## config.mk

```make
export PLATFORM = sky130hd
export DESIGN_NAME = commit_trace_fifo
export DESIGN_NICKNAME = d
export VERILOG_FILES = /design/src/rtl/commit_trace_fifo.sv
export SDC_FILE = /design/constraint.sdc
export NUM_CORES = 1
export LEC_CHECK = 0
export ABC_CLOCK_PERIOD_IN_PS = 19900
export CORE_MARGIN = 4
export CORE_UTILIZATION = 29
export CTS_CLUSTER_SIZE = 28
export DETAILED_ROUTE_END_ITERATION = 12
export PLACE_DENSITY = 0.43
export SLEW_MARGIN = 40
export SYNTH_ARGS = -nofsm -noshare
export SYNTH_HDL_FRONTEND = slang
export SYNTH_SLANG_ARGS = --single-unit
```

## constraint.sdc

```tcl
create_clock -name clk -period 19.9 [get_ports clk]
set_clock_uncertainty 0.15 [all_clocks]
set_input_delay 3.98 -clock clk [delete_from_list [all_inputs] [get_ports clk]]
set_output_delay 3.98 -clock clk [all_outputs]
set_load 0.02 [all_outputs]
```

## src/rtl/commit_trace_fifo.sv

```systemverilog
// commit_trace_fifo
//   Buffers one retirement record per cycle from writeback and presents the
//   records, oldest first, to the simulation trace sink. It counts consumed
//   records that were not killed. Once an illegal instruction has been
//   accepted, it stops taking new records, drains the queue and then halts.
//
// Parameters
//   DEPTH  queue entries (power of two, >= 2)
//   CNT_W  width of the retired-instruction counter
//
// Ports
//   clk, rst_n             clock, asynchronous active-low reset
//   wb_valid / wb_ready    writeback record handshake
//   wb_inst, wb_dnpc,      record fields: instruction word, next PC,
//   wb_kill, wb_invalid,   flushed/bubble slot, illegal instruction,
//   wb_device              MMIO access
//   tr_valid / tr_ready    sink handshake for the head record
//   tr_*                   head record fields, qualified by tr_valid
//   retired_cnt            consumed records with kill clear (wraps)
//   halted                 illegal instruction consumed and queue empty
module commit_trace_fifo #(
    parameter int unsigned DEPTH = 8,
    parameter int unsigned CNT_W = 64
) (
    input  logic             clk,
    input  logic             rst_n,
    input  logic             wb_valid,
    output logic             wb_ready,
    input  logic [31:0]      wb_inst,
    input  logic [63:0]      wb_dnpc,
    input  logic             wb_kill,
    input  logic             wb_invalid,
    input  logic             wb_device,
    output logic             tr_valid,
    input  logic             tr_ready,
    output logic [31:0]      tr_inst,
    output logic [63:0]      tr_dnpc,
    output logic             tr_kill,
    output logic             tr_invalid,
    output logic             tr_device,
    output logic [CNT_W-1:0] retired_cnt,
    output logic             halted
);

    localparam int unsigned AW = $clog2(DEPTH);
    localparam logic [AW:0] PTR_ONE = (AW + 1)'(1);
    localparam logic [CNT_W-1:0] CNT_ONE = CNT_W'(1);

    typedef enum logic [1:0] {
        RUN    = 2'd0,
        DRAIN  = 2'd1,
        HALTED = 2'd2
    } state_t;

    typedef struct packed {
        logic [31:0] inst;
        logic [63:0] dnpc;
        logic        kill;
        logic        invalid;
        logic        device;
    } entry_t;

    state_t      state;
    logic [AW:0] wr_ptr;
    logic [AW:0] rd_ptr;
    entry_t      mem [DEPTH];
    entry_t      head;

    logic empty;
    logic full;
    logic push;
    logic pop;

    // Extra MSB on each pointer distinguishes full from empty when the
    // index bits coincide.
    assign empty = (wr_ptr == rd_ptr);
    assign full  = (wr_ptr[AW-1:0] == rd_ptr[AW-1:0]) && (wr_ptr[AW] != rd_ptr[AW]);

    // Ready is a function of start-of-cycle state only, so a same-cycle pop
    // never opens room for a push into a full queue.
    assign wb_ready = !full && (state == RUN);
    assign tr_valid = !empty && (state != HALTED);

    assign push = wb_valid && wb_ready;
    assign pop  = tr_valid && tr_ready;

    assign head       = mem[rd_ptr[AW-1:0]];
    assign tr_inst    = head.inst;
    assign tr_dnpc    = head.dnpc;
    assign tr_kill    = head.kill;
    assign tr_invalid = head.invalid;
    assign tr_device  = head.device;

    // Storage needs no reset: nothing is read unless the pointers say so.
    always_ff @(posedge clk) begin
        if (push) begin
            mem[wr_ptr[AW-1:0]] <= '{inst:    wb_inst,
                                     dnpc:    wb_dnpc,
                                     kill:    wb_kill,
                                     invalid: wb_invalid,
                                     device:  wb_device};
        end
    end

    always_ff @(posedge clk or negedge rst_n) begin
        if (!rst_n) begin
            wr_ptr      <= '0;
            rd_ptr      <= '0;
            state       <= RUN;
            retired_cnt <= '0;
            halted      <= 1'b0;
        end else begin
            if (push) begin
                wr_ptr <= wr_ptr + PTR_ONE;
            end
            if (pop) begin
                rd_ptr <= rd_ptr + PTR_ONE;
                if (!head.kill) begin
                    retired_cnt <= retired_cnt + CNT_ONE;
                end
            end

            case (state)
                RUN: begin
                    // The illegal record itself is accepted this cycle.
                    if (push && wb_invalid) begin
                        state <= DRAIN;
                    end
                end
                DRAIN: begin
                    // Empty seen at start of cycle: halt on this edge.
                    if (empty) begin
                        state  <= HALTED;
                        halted <= 1'b1;
                    end
                end
                HALTED: begin
                    state  <= HALTED;
                    halted <= 1'b1;
                end
                default: begin
                    state  <= RUN;
                    halted <= 1'b0;
                end
            endcase
        end
    end

endmodule

```

==> flow_metrics.env, run 1 <==
export IMPL_grt_pass1_wl_um=119000
export IMPL_grtUsageTotal_pct=13.3
export IMPL_cts_buffers=98
export IMPL_setup_worst_path_start="rd_ptr[0]"
export IMPL_ir_drop_mv=0.0788
export IMPL_syn_avg_cell_area_um2=22.1
export IMPL_maxSlewHeadroom_pct=45.1
export IMPL_vias=16000
export IMPL_switching_share_pct=29.5
export IMPL_yosysTopAreaCell="edfxtp_1"
export IMPL_setup_violations=0
export IMPL_critical_path_class="reg2out"
export IMPL_drive_gt1_share_pct=25.8
export IMPL_ys_seq_area_share_pct=76.9
export IMPL_drtPass1Iterations=5
export IMPL_power_density_nw_per_um2=138
export IMPL_combPwrFrac_pct=30.5
export IMPL_clkLatencyLatePin_ps=650
export IMPL_ff2ff_path_depth=8
export IMPL_utilization_pct=36.1
export IMPL_achievable_frequency_ghz=0.110
export IMPL_synth_nets=1621
export IMPL_synth_seq_cells=867
export IMPL_cpMaxStageDelayCell="dfrtp_4"
export IMPL_hpwl_um=44200
export IMPL_fill_cells=10500
export IMPL_placement_io_buffers=268
export IMPL_cts_tree="done"
export IMPL_synthToLayoutAreaGrowth_pct=23.6
export IMPL_final_cell_area_um2=41200
export IMPL_crit_top_cell="buf_4"
export IMPL_arrival_ps=4960
export IMPL_nNetsFinal=1959
export IMPL_postCtsHoldBufs=0
export IMPL_antenna_found_initial=9
export IMPL_startpoint_type="flip-flop"
export IMPL_dp_slack_ps=11240
export IMPL_required_ps=15770
export IMPL_yosysTopAreaCellShare_pct=71.3
export IMPL_cts_root_buf="clkbuf_16"
export IMPL_num_rows=124
export IMPL_path_cells="buf_4 -> buf_4 -> buf_6 -> mux4_2 -> mux2_2 -> clkdlybuf4s50_1"
export IMPL_critPathMaxFanout=45
export IMPL_grt_max_degree=76
export IMPL_final_hold_violation_count=0
export IMPL_r2r_end="mem[6][75]"
export IMPL_die_h_um=347
export IMPL_drt_iter0_drc=861
export IMPL_clk_path_buf_depth=3
export IMPL_cts_sinks=867
export IMPL_ant_nets=0
export IMPL_finalSetupTns_ps=0
export IMPL_drv_cap=0
export IMPL_drt_total_wl_um=80300
export IMPL_hold_path_class="reg2reg"
export IMPL_wire_per_inst_um=23.3
export IMPL_initial_core_util_pct=29.2
export IMPL_grt_ovfl_total=0
export IMPL_die_w_um=347
export IMPL_tightest_slew_ps=824
export IMPL_coreArea_um2=114000
export IMPL_period_needed_ps=9090
export IMPL_route_detailed_drc=0
export IMPL_reg2reg_from="rd_ptr[1]"
export IMPL_first_global_vias=17600
export IMPL_syn_area_um2=33400
export IMPL_ff2ff_setup_slack_ps=15560
export IMPL_setup_slack_ps=10810
export IMPL_p_clk_share_pct=30.3
export IMPL_power_internal_mw=4.02
export IMPL_cts_setup_buffers=0
export IMPL_p_seq_share_pct=39.2
export IMPL_place_area_um2=38100
export IMPL_yosys_top_cells_area="edfxtp_1, mux4_2, dfrtp_1"
export IMPL_synthCells=1511
export IMPL_synth_distinct_cells=33
export IMPL_yosys_warnings=0
export IMPL_drv_slew=0
export IMPL_htreeDepth=3
export IMPL_dieArea_um2=121000
export IMPL_viasPerCell=4.62
export IMPL_io_pins=269
export IMPL_finalPower_mw=5.70
export IMPL_crit_path_end_kind="output port"
export IMPL_crit_path_end="tr_inst[20]"
export IMPL_gp_congestion=0.707
export IMPL_rsz0062_at_grt="false"
export IMPL_status="complete, no violations"
export IMPL_slowest_delay_ps=740
export IMPL_p_leak_nw=13.3
export IMPL_post_cts_resized=0
export IMPL_cts_clk_slew_worst_paths_ps=60
export IMPL_fin_crit_sh_pct=45.7
export IMPL_power_switching_mw=1.68
-- cells in the mapped netlist --
cell type  instances
ha_1               7
o41a_1             1
a22o_1             1
xnor2_1           27
nand3_1           19
nor2b_1            2
nor4_2             7
nand2b_1           2
or4_1              2
buf_2             16
nor3_1            34
inv_1             18
or2_2              3
o41ai_1            1
nand2_1           36
or3_1              1
a21oi_1            1
and3_1             6
buf_1             10
mux4_2           198
nor4_1            19
and2_1             1
mux2_2           104
nor2_1            16
edfxtp_1         792
clkbuf_1          39
nand4b_4           1
xor2_1            47
nor4b_1            1
dfrtp_1           75
nand4b_1           1
nand4_1           20
and4_1             3
-- state kept, by name (all words and copies together), names as in the netlist --
| register | flops |
|---|---|
| halted | 1 |
| mem | 792 |
| rd_ptr | 4 |
| retired_cnt | 64 |
| state | 2 |
| wr_ptr | 4 |
-- worst max-delay path, delay by kind of cell, from the launching register on --
family | cells | cell delay, ps
buffers and inverters | 4 | 2560
flip-flops | 1 | 740
multiplexers | 2 | 860
-- through the flow --
step | instances | hold slack (ps)
floorplan | 1511 | 352
global placement | 3256 | 333
detailed placement | 3259 | 330
CTS | 3443 | 344
global route | 3446 | 361
finish | 3451 | 341
-- area by class of cell --
type / count / area (um2) / area share, %
Clock buffer: 125 / 2610 / 6.32
Tap cell: 1512 / 1890 / 4.59
Sequential cell: 867 / 25700 / 62.3
Inverter: 18 / 70.1 / 0.170
Antenna cell: 6 / 15.0 / 0.0364
Multi-Input combinational cell: 561 / 7420 / 18.0
Timing Repair Buffer: 303 / 3060 / 7.43
Clock inverter: 59 / 498 / 1.21
-- layer usage --
layer  share of wire [%]  global-route usage (%)  wire length, um  vias to the layer above
li1                    -                       -                -                     6960
met1                  43                    17.0            34900                     8586
met2                  49                    22.3            39500                      297
met3                 5.3                    3.70             4230                      107
met4                 2.1                    3.30             1650                        6
met5               0.051                       0               41                        -
-- power by group through the flow --
stage                     combinational (mW)  clock (mW)  sequential, mW
after floorplan                         1.12           0            2.24
after global placement                  1.76           0            2.29
after global routing                    1.87        1.87            2.25
after CTS                               1.79        1.79            2.24
final                                   1.74        1.73            2.23
after detailed placement                1.78           0            2.28
-- worst min path at each step --
stage	from	end	slack [ps]	cells past startpoint
CTS	retired_cnt[63]	retired_cnt[63]	340	1
detailed placement	retired_cnt[63]	retired_cnt[63]	330	1
global placement	retired_cnt[38]	retired_cnt[38]	330	1
global route	retired_cnt[63]	retired_cnt[63]	360	1
finish	retired_cnt[63]	retired_cnt[63]	340	1
floorplan	wr_ptr[3]	wr_ptr[3]	350	1
-- layout by cell type (no fill, tap or decap), drive strengths merged, types with 2 or more instances in the layout --
| master | count |
|---|---|
| xnor2 | 27 |
| or2 | 3 |
| nor2b | 2 |
| clkdlybuf4s50 | 267 |
| dfrtp | 75 |
| or4 | 2 |
| and4 | 3 |
| diode | 6 |
| nor3 | 34 |
| nand4 | 20 |
| xor2 | 47 |
| nand2 | 36 |
| nand2b | 2 |
| clkinvlp | 2 |
| bufinv | 7 |
| nor2 | 16 |
| clkbuf | 125 |
| nor4 | 26 |
| ha | 7 |
| buf | 36 |
| nand4b | 2 |
| mux2 | 104 |
| edfxtp | 792 |
| nand3 | 19 |
| mux4 | 198 |
| inv | 21 |
| clkinv | 47 |
| and3 | 6 |
-- logic make-up (layout without fill, tap and decap cells) --
logic type / after synthesis / count (layout) / share of synthesized area, %
simple gates: 174 / 174 / 2.90
flops: 867 / 867 / 76.9
mux: 302 / 302 / 16.9
fa+ha+maj: 7 / 7 / 0.263
compound gates: 4 / 4 / 0.101
other cells: 0 / 6 / 0
xor+xnor: 74 / 74 / 1.94
buf+inv: 83 / 505 / 0.994
Note: power is estimated with default switching activity, not from simulation.
==> inputs of run 2 (changes only) <==
--- a/config.mk
+++ b/config.mk
@@ -5,7 +5,7 @@
 export SDC_FILE = /design/constraint.sdc
 export NUM_CORES = 1
 export LEC_CHECK = 0
-export ABC_CLOCK_PERIOD_IN_PS = 19900
+export ABC_CLOCK_PERIOD_IN_PS = 9050
 export CORE_MARGIN = 4
 export CORE_UTILIZATION = 29
 export CTS_CLUSTER_SIZE = 28
==> constraint.sdc (replaced) <==
create_clock -name clk -period 9.05 [get_ports clk]
set_clock_uncertainty 0.15 [all_clocks]
set_input_delay 1.81 -clock clk [delete_from_list [all_inputs] [get_ports clk]]
set_output_delay 1.81 -clock clk [all_outputs]
set_load 0.02 [all_outputs]
==> run 2 against run 1 <==
- routed wire length hardly changed
- sequential power up 120%
- register-to-register slack worse by 10000 ps
- critical path type unchanged
- via count shrank 0.75%
- utilization rose by 0.31 points
- total power is 130% higher
- largest power group unchanged
- non-clock buffer count down 1
- setup slack got worse by 7400 ps
- highest routed layer unchanged
- final area rose by 0.86%
==> flow_metrics.env, run 2 (synthesis gave the netlist of run 1 again) <==
export IMPL_initial_core_util_pct=29.2
export IMPL_hold_end="retired_cnt[38]"
export IMPL_power_density_nw_per_um2=310
export IMPL_crit_path_end_kind="output port"
export IMPL_clkLatencyLatePin_ps=650
export IMPL_p_clk_share_pct=31.9
export IMPL_ff2ff_path_depth=7
export IMPL_gp_congestion=0.725
export IMPL_clk_path_buf_depth=3
export IMPL_setup_worst_path_start="rd_ptr[0]"
export IMPL_switching_share_pct=29.0
export IMPL_io_pins=269
export IMPL_tightest_slew_ps=829
export IMPL_drt_total_wl_um=80200
export IMPL_cts_root_buf="clkbuf_16"
export IMPL_num_rows=124
export IMPL_fill_cells=10500
export IMPL_arrival_ps=3670
export IMPL_fin_crit_sh_pct=62.2
export IMPL_cts_tree="done"
export IMPL_placement_io_buffers=268
export IMPL_p_seq_share_pct=37.9
export IMPL_nNetsFinal=1960
export IMPL_power_internal_mw=9.15
export IMPL_regArea_um2=25700
export IMPL_antenna_found_initial=11
export IMPL_drive_gt1_share_pct=26.4
export IMPL_post_cts_resized=0
export IMPL_hpwl_um=43800
export IMPL_grt_pass1_wl_um=118000
export IMPL_power_switching_mw=3.74
export IMPL_multi_input_comb_area_um2=7420
export IMPL_cts_clk_slew_worst_paths_ps=60
export IMPL_cts_buffers=100
export IMPL_critPathMaxFanout=57
export IMPL_coreArea_um2=114000
export IMPL_setup_violations=0
export IMPL_final_hold_violation_count=0
export IMPL_first_global_vias=17200
export IMPL_finalSetupTns_ps=0
export IMPL_r2r_end="mem[3][53]"
export IMPL_cts_sinks=867
export IMPL_dieArea_um2=121000
export IMPL_drt_iter0_drc=828
export IMPL_grt_ovfl_total=0
export IMPL_min_from="retired_cnt[38]"
export IMPL_ir_drop_mv=0.148
export IMPL_p_leak_nw=13.5
export IMPL_status="complete, no violations"
export IMPL_achievable_frequency_ghz=0.178
export IMPL_critical_path_class="reg2out"
export IMPL_drv_slew=0
export IMPL_ant_nets=0
export IMPL_drtPass1Iterations=6
export IMPL_htreeDepth=3
export IMPL_reg2reg_from="rd_ptr[0]"
export IMPL_rsz0062_at_grt="false"
export IMPL_final_cell_mix="edfxtp_1, clkdlybuf4s50_1, mux4_2"
export IMPL_drv_cap=0
export IMPL_worstHoldPathCells=1
export IMPL_required_ps=7090
export IMPL_synthToLayoutAreaGrowth_pct=24.7
export IMPL_layout_commonest_cell="edfxtp_1"
export IMPL_finalPower_mw=12.9
export IMPL_die_w_um=347
export IMPL_combPwrFrac_pct=30.2
export IMPL_vias=15800
export IMPL_cts_setup_buffers=0
export IMPL_grtUsageTotal_pct=13.2
export IMPL_period_needed_ps=5630
export IMPL_postCtsHoldBufs=0
export IMPL_maxSlewHeadroom_pct=44.7
export IMPL_startpoint_type="flip-flop"
export IMPL_grt_max_degree=86
export IMPL_largest_reg_flops=792
export IMPL_hold_path_class="reg2reg"
export IMPL_route_detailed_drc=0
export IMPL_ff2ff_setup_slack_ps=5170
export IMPL_wire_per_inst_um=23.2
export IMPL_die_h_um=347
export IMPL_viasPerCell=4.59
run 2: cell types whose count changed in the layout (fill, tap and decap cells not counted), moves of 4 or more:
cell / change
clkinvlp_4: +4
buf_6: -7
clkinv_1: -6
bufinv_16: +7
clkbuf_1: -6
clkbuf_16: +5
buf_12: +4
run 2: area by class of cell:
cell class	count	share of cell area, %
inverters	18	0.174
flip-flops and latches	867	61.7
multi-input cells	561	17.9
repair buffers	302	7.49
diodes	8	0.0481
clock inverters	61	1.65
clock buffers	124	6.51
well taps	1512	4.55
run 2: how the worst max path moves through the flow:
stage	to	slack (ps)
after floorplan	mem[5][0]	-470
after global placement	tr_kill	3920
after detailed placement	tr_dnpc[26]	3980
after CTS	tr_dnpc[10]	3220
after global routing	tr_dnpc[10]	3140
final	tr_dnpc[24]	3420
run 2: critical path: stages, from the launching register on:
cell and delay, ps:
dfrtp_4 560, buf_12 410, buf_16 410, mux4_2 580, mux2_2 300, clkdlybuf4s50_1 540
run 2: through the flow:
stage | instances | util, % | setup WS (ps) | cell area [um2] | hold WS (ps)
floorplan | 1511 | - | -468 | 33400 | 352
global placement | 3254 | 33.2 | 3920 | 38000 | 332
detailed placement | 3258 | 33.3 | 3980 | 38100 | 335
CTS | 3443 | 36.3 | 3220 | 41500 | 347
global route | 3446 | 36.4 | 3140 | 41600 | 354
finish | 3453 | 36.4 | 3420 | 41600 | 338
run 2: power groups by stage:
stage / Sequential [mW] / Combinational (mW) / Clock, mW
floorplan: 4.92 / 2.46 / 0
global placement: 5.00 / 3.94 / 0
detailed placement: 4.98 / 4.00 / 0
CTS: 4.89 / 4.02 / 4.26
global route: 4.92 / 4.18 / 4.44
finish: 4.88 / 3.89 / 4.11
run 2: layer usage:
| layer | vias to the layer above | GRT usage [%] | share of wire (%) |
|---|---|---|---|
| li1 | 6978 | - | - |
| met1 | 8396 | 17.0 | 43 |
| met2 | 330 | 21.7 | 49 |
| met3 | 124 | 3.84 | 5.6 |
| met4 | 8 | 3.87 | 2.6 |
| met5 | - | 0 | 0.069 |
==> inputs of run 3 (changes only) <==
--- a/config.mk
+++ b/config.mk
@@ -5,12 +5,12 @@
 export SDC_FILE = /design/constraint.sdc
 export NUM_CORES = 1
 export LEC_CHECK = 0
-export ABC_CLOCK_PERIOD_IN_PS = 9050
+export ABC_CLOCK_PERIOD_IN_PS = 4570
 export CORE_MARGIN = 4
 export CORE_UTILIZATION = 29
 export CTS_CLUSTER_SIZE = 28
 export DETAILED_ROUTE_END_ITERATION = 12
-export PLACE_DENSITY = 0.43
+export PLACE_DENSITY = 0.44
 export SLEW_MARGIN = 40
 export SYNTH_ARGS = -nofsm -noshare
 export SYNTH_HDL_FRONTEND = slang
==> constraint.sdc (replaced) <==
create_clock -name clk -period 4.57 [get_ports clk]
set_clock_uncertainty 0.15 [all_clocks]
set_input_delay 0.914 -clock clk [delete_from_list [all_inputs] [get_ports clk]]
set_output_delay 0.914 -clock clk [all_outputs]
set_load 0.02 [all_outputs]
==> run 3 against run 2 <==
- critical path depth did not move
- final cell count rose by 0.38%
- combinational power rose by 110%
- die area did not move
- hold slack got worse by 330 ps
- critical path type unchanged
- highest routed layer unchanged
==> flow_metrics.env, run 3 (synthesis gave the netlist of run 1 again) <==
export IMPL_p_leak_nw=13.5
export IMPL_reg2reg_from="rd_ptr[0]"
export IMPL_drive_gt1_share_pct=26.8
export IMPL_rsz0062_at_grt="false"
export IMPL_regArea_um2=25700
export IMPL_critical_path_class="reg2out"
export IMPL_gp_congestion=0.739
export IMPL_grt_max_degree=76
export IMPL_startpoint_type="flip-flop"
export IMPL_drt_iter0_drc=801
export IMPL_required_ps=3510
export IMPL_antenna_found_initial=9
export IMPL_fin_crit_sh_pct=94.1
export IMPL_tightest_slew_ps=786
export IMPL_drtPass1Iterations=4
export IMPL_die_h_um=347
export IMPL_drt_total_wl_um=81000
export IMPL_drv_cap=0
export IMPL_achievable_frequency_ghz=0.232
export IMPL_first_global_vias=17500
export IMPL_hpwl_um=45700
export IMPL_hold_path_class="in2async"
export IMPL_die_w_um=347
export IMPL_drv_slew=0
export IMPL_fill_cells=10500
export IMPL_placement_io_buffers=268
export IMPL_crit_top_cell="buf_12"
export IMPL_setup_worst_path_start="rd_ptr[0]"
export IMPL_post_cts_resized=0
export IMPL_cts_root_buf="clkbuf_16"
export IMPL_cts_buffers=99
export IMPL_coreArea_um2=114000
export IMPL_power_density_nw_per_um2=602
export IMPL_period_needed_ps=4300
export IMPL_dp_slack_ps=751
export IMPL_cts_tree="done"
export IMPL_crit_buf_inv=3
export IMPL_cts_sinks=867
export IMPL_layout_commonest_cell="edfxtp_1"
export IMPL_utilization_pct=36.5
export IMPL_cpMaxStageDelayCell="dfrtp_4"
export IMPL_vias=16000
export IMPL_cp_top_family="buffers and inverters"
export IMPL_initial_core_util_pct=29.2
export IMPL_finalPower_mw=25.1
export IMPL_switching_share_pct=30.0
export IMPL_num_rows=124
export IMPL_grtUsageTotal_pct=13.3
export IMPL_p_seq_share_pct=38.5
export IMPL_maxSlewHeadroom_pct=47.6
export IMPL_wire_per_inst_um=23.4
export IMPL_critPathMaxFanout=19
export IMPL_path_cells="buf_12 -> buf_12 -> mux4_2 -> mux2_2 -> clkdlybuf4s50_1"
export IMPL_arrival_ps=3240
export IMPL_crit_path_end_kind="output port"
export IMPL_power_internal_mw=17.6
export IMPL_ir_drop_mv=0.378
export IMPL_power_switching_mw=7.52
export IMPL_route_detailed_drc=0
export IMPL_clk_path_buf_depth=3
export IMPL_nNetsFinal=1977
export IMPL_setup_slack_ps=268
export IMPL_final_hold_violation_count=0
export IMPL_slowest_delay_ps=650
export IMPL_layout_cells_non_filler=3466
export IMPL_largest_reg_flops=792
export IMPL_setup_violations=0
export IMPL_grt_ovfl_total=0
export IMPL_io_pins=269
export IMPL_dieArea_um2=121000
export IMPL_status="complete, no violations"
export IMPL_htreeDepth=3
export IMPL_ant_nets=0
export IMPL_p_clk_share_pct=29.6
export IMPL_viasPerCell=4.62
export IMPL_place_inst=3276
export IMPL_grt_pass1_wl_um=119000
export IMPL_final_cell_mix="edfxtp_1, clkdlybuf4s50_1, mux4_2"
export IMPL_synthToLayoutAreaGrowth_pct=25.0
export IMPL_clkLatencyLatePin_ps=670
export IMPL_multi_input_comb_area_um2=7500
export IMPL_cts_clk_slew_worst_paths_ps=60
export IMPL_combPwrFrac_pct=31.9
## run 3: cell types whose count changed in the layout (fill, tap and decap cells not counted), moves of 4 or more
cell and delta:
buf_12 +23, buf_4 +4, bufinv_16 -11, clkbuf_16 -4
buf_6 -7, diode_2 -5, clkinv_1 +14
## run 3: power groups by stage
stage	logic [mW]	registers [mW]	clock network, mW
2_1_floorplan	4.96	9.68	0
3_3_place_gp	8.17	9.83	0
3_5_place_dp	8.17	9.86	0
4_1_cts	8.28	9.68	7.72
5_1_grt	8.57	9.72	8.04
6_report	7.99	9.66	7.43
## run 3: metrics by stage
step                setup TNS [ps]  hold slack [ps]  instance area, um2
detailed placement               0              322               38600
global placement                 0              331               38500
finish                           0             12.0               41700
floorplan                   -46270              352               33500
CTS                              0              108               41700
global route                     0             8.21               41700
## run 3: final timing paths
check | endpoint | cells past startpoint | slack (ps)
worst max register to register | mem[3][17] | 7 | 1170
worst min-delay path | retired_cnt[35] | 1 | 10
min in group clk | retired_cnt[63] | 1 | 330
worst min register to register | retired_cnt[63] | 1 | 330
max in group asynchronous | rd_ptr[0] | 2 | 3700
worst max-delay path | tr_dnpc[31] | 5 | 270
## run 3: layer usage
metal	global-route usage [%]	vias up	wire [um]
met1	16.8	8581	34300
met3	2.96	125	3820
met5	0	-	88
met4	3.79	12	1780
li1	-	6992	-
met2	22.9	311	41000
## run 3: area by class of cell
cell class                 count  area share, %
antenna                        3         0.0180
sequential                   867           61.6
multi-input combinational    561           18.0
tap                         1512           4.54
clock inverter                65           1.13
clock buffer                 120           6.26
inverter                      18          0.168
timing repair buffer         320           8.32
## run 3: repair_timing
item	in CTS	in global routing
hold buffers	0	0
setup buffers	1	0
setup endpoints to repair	2	0
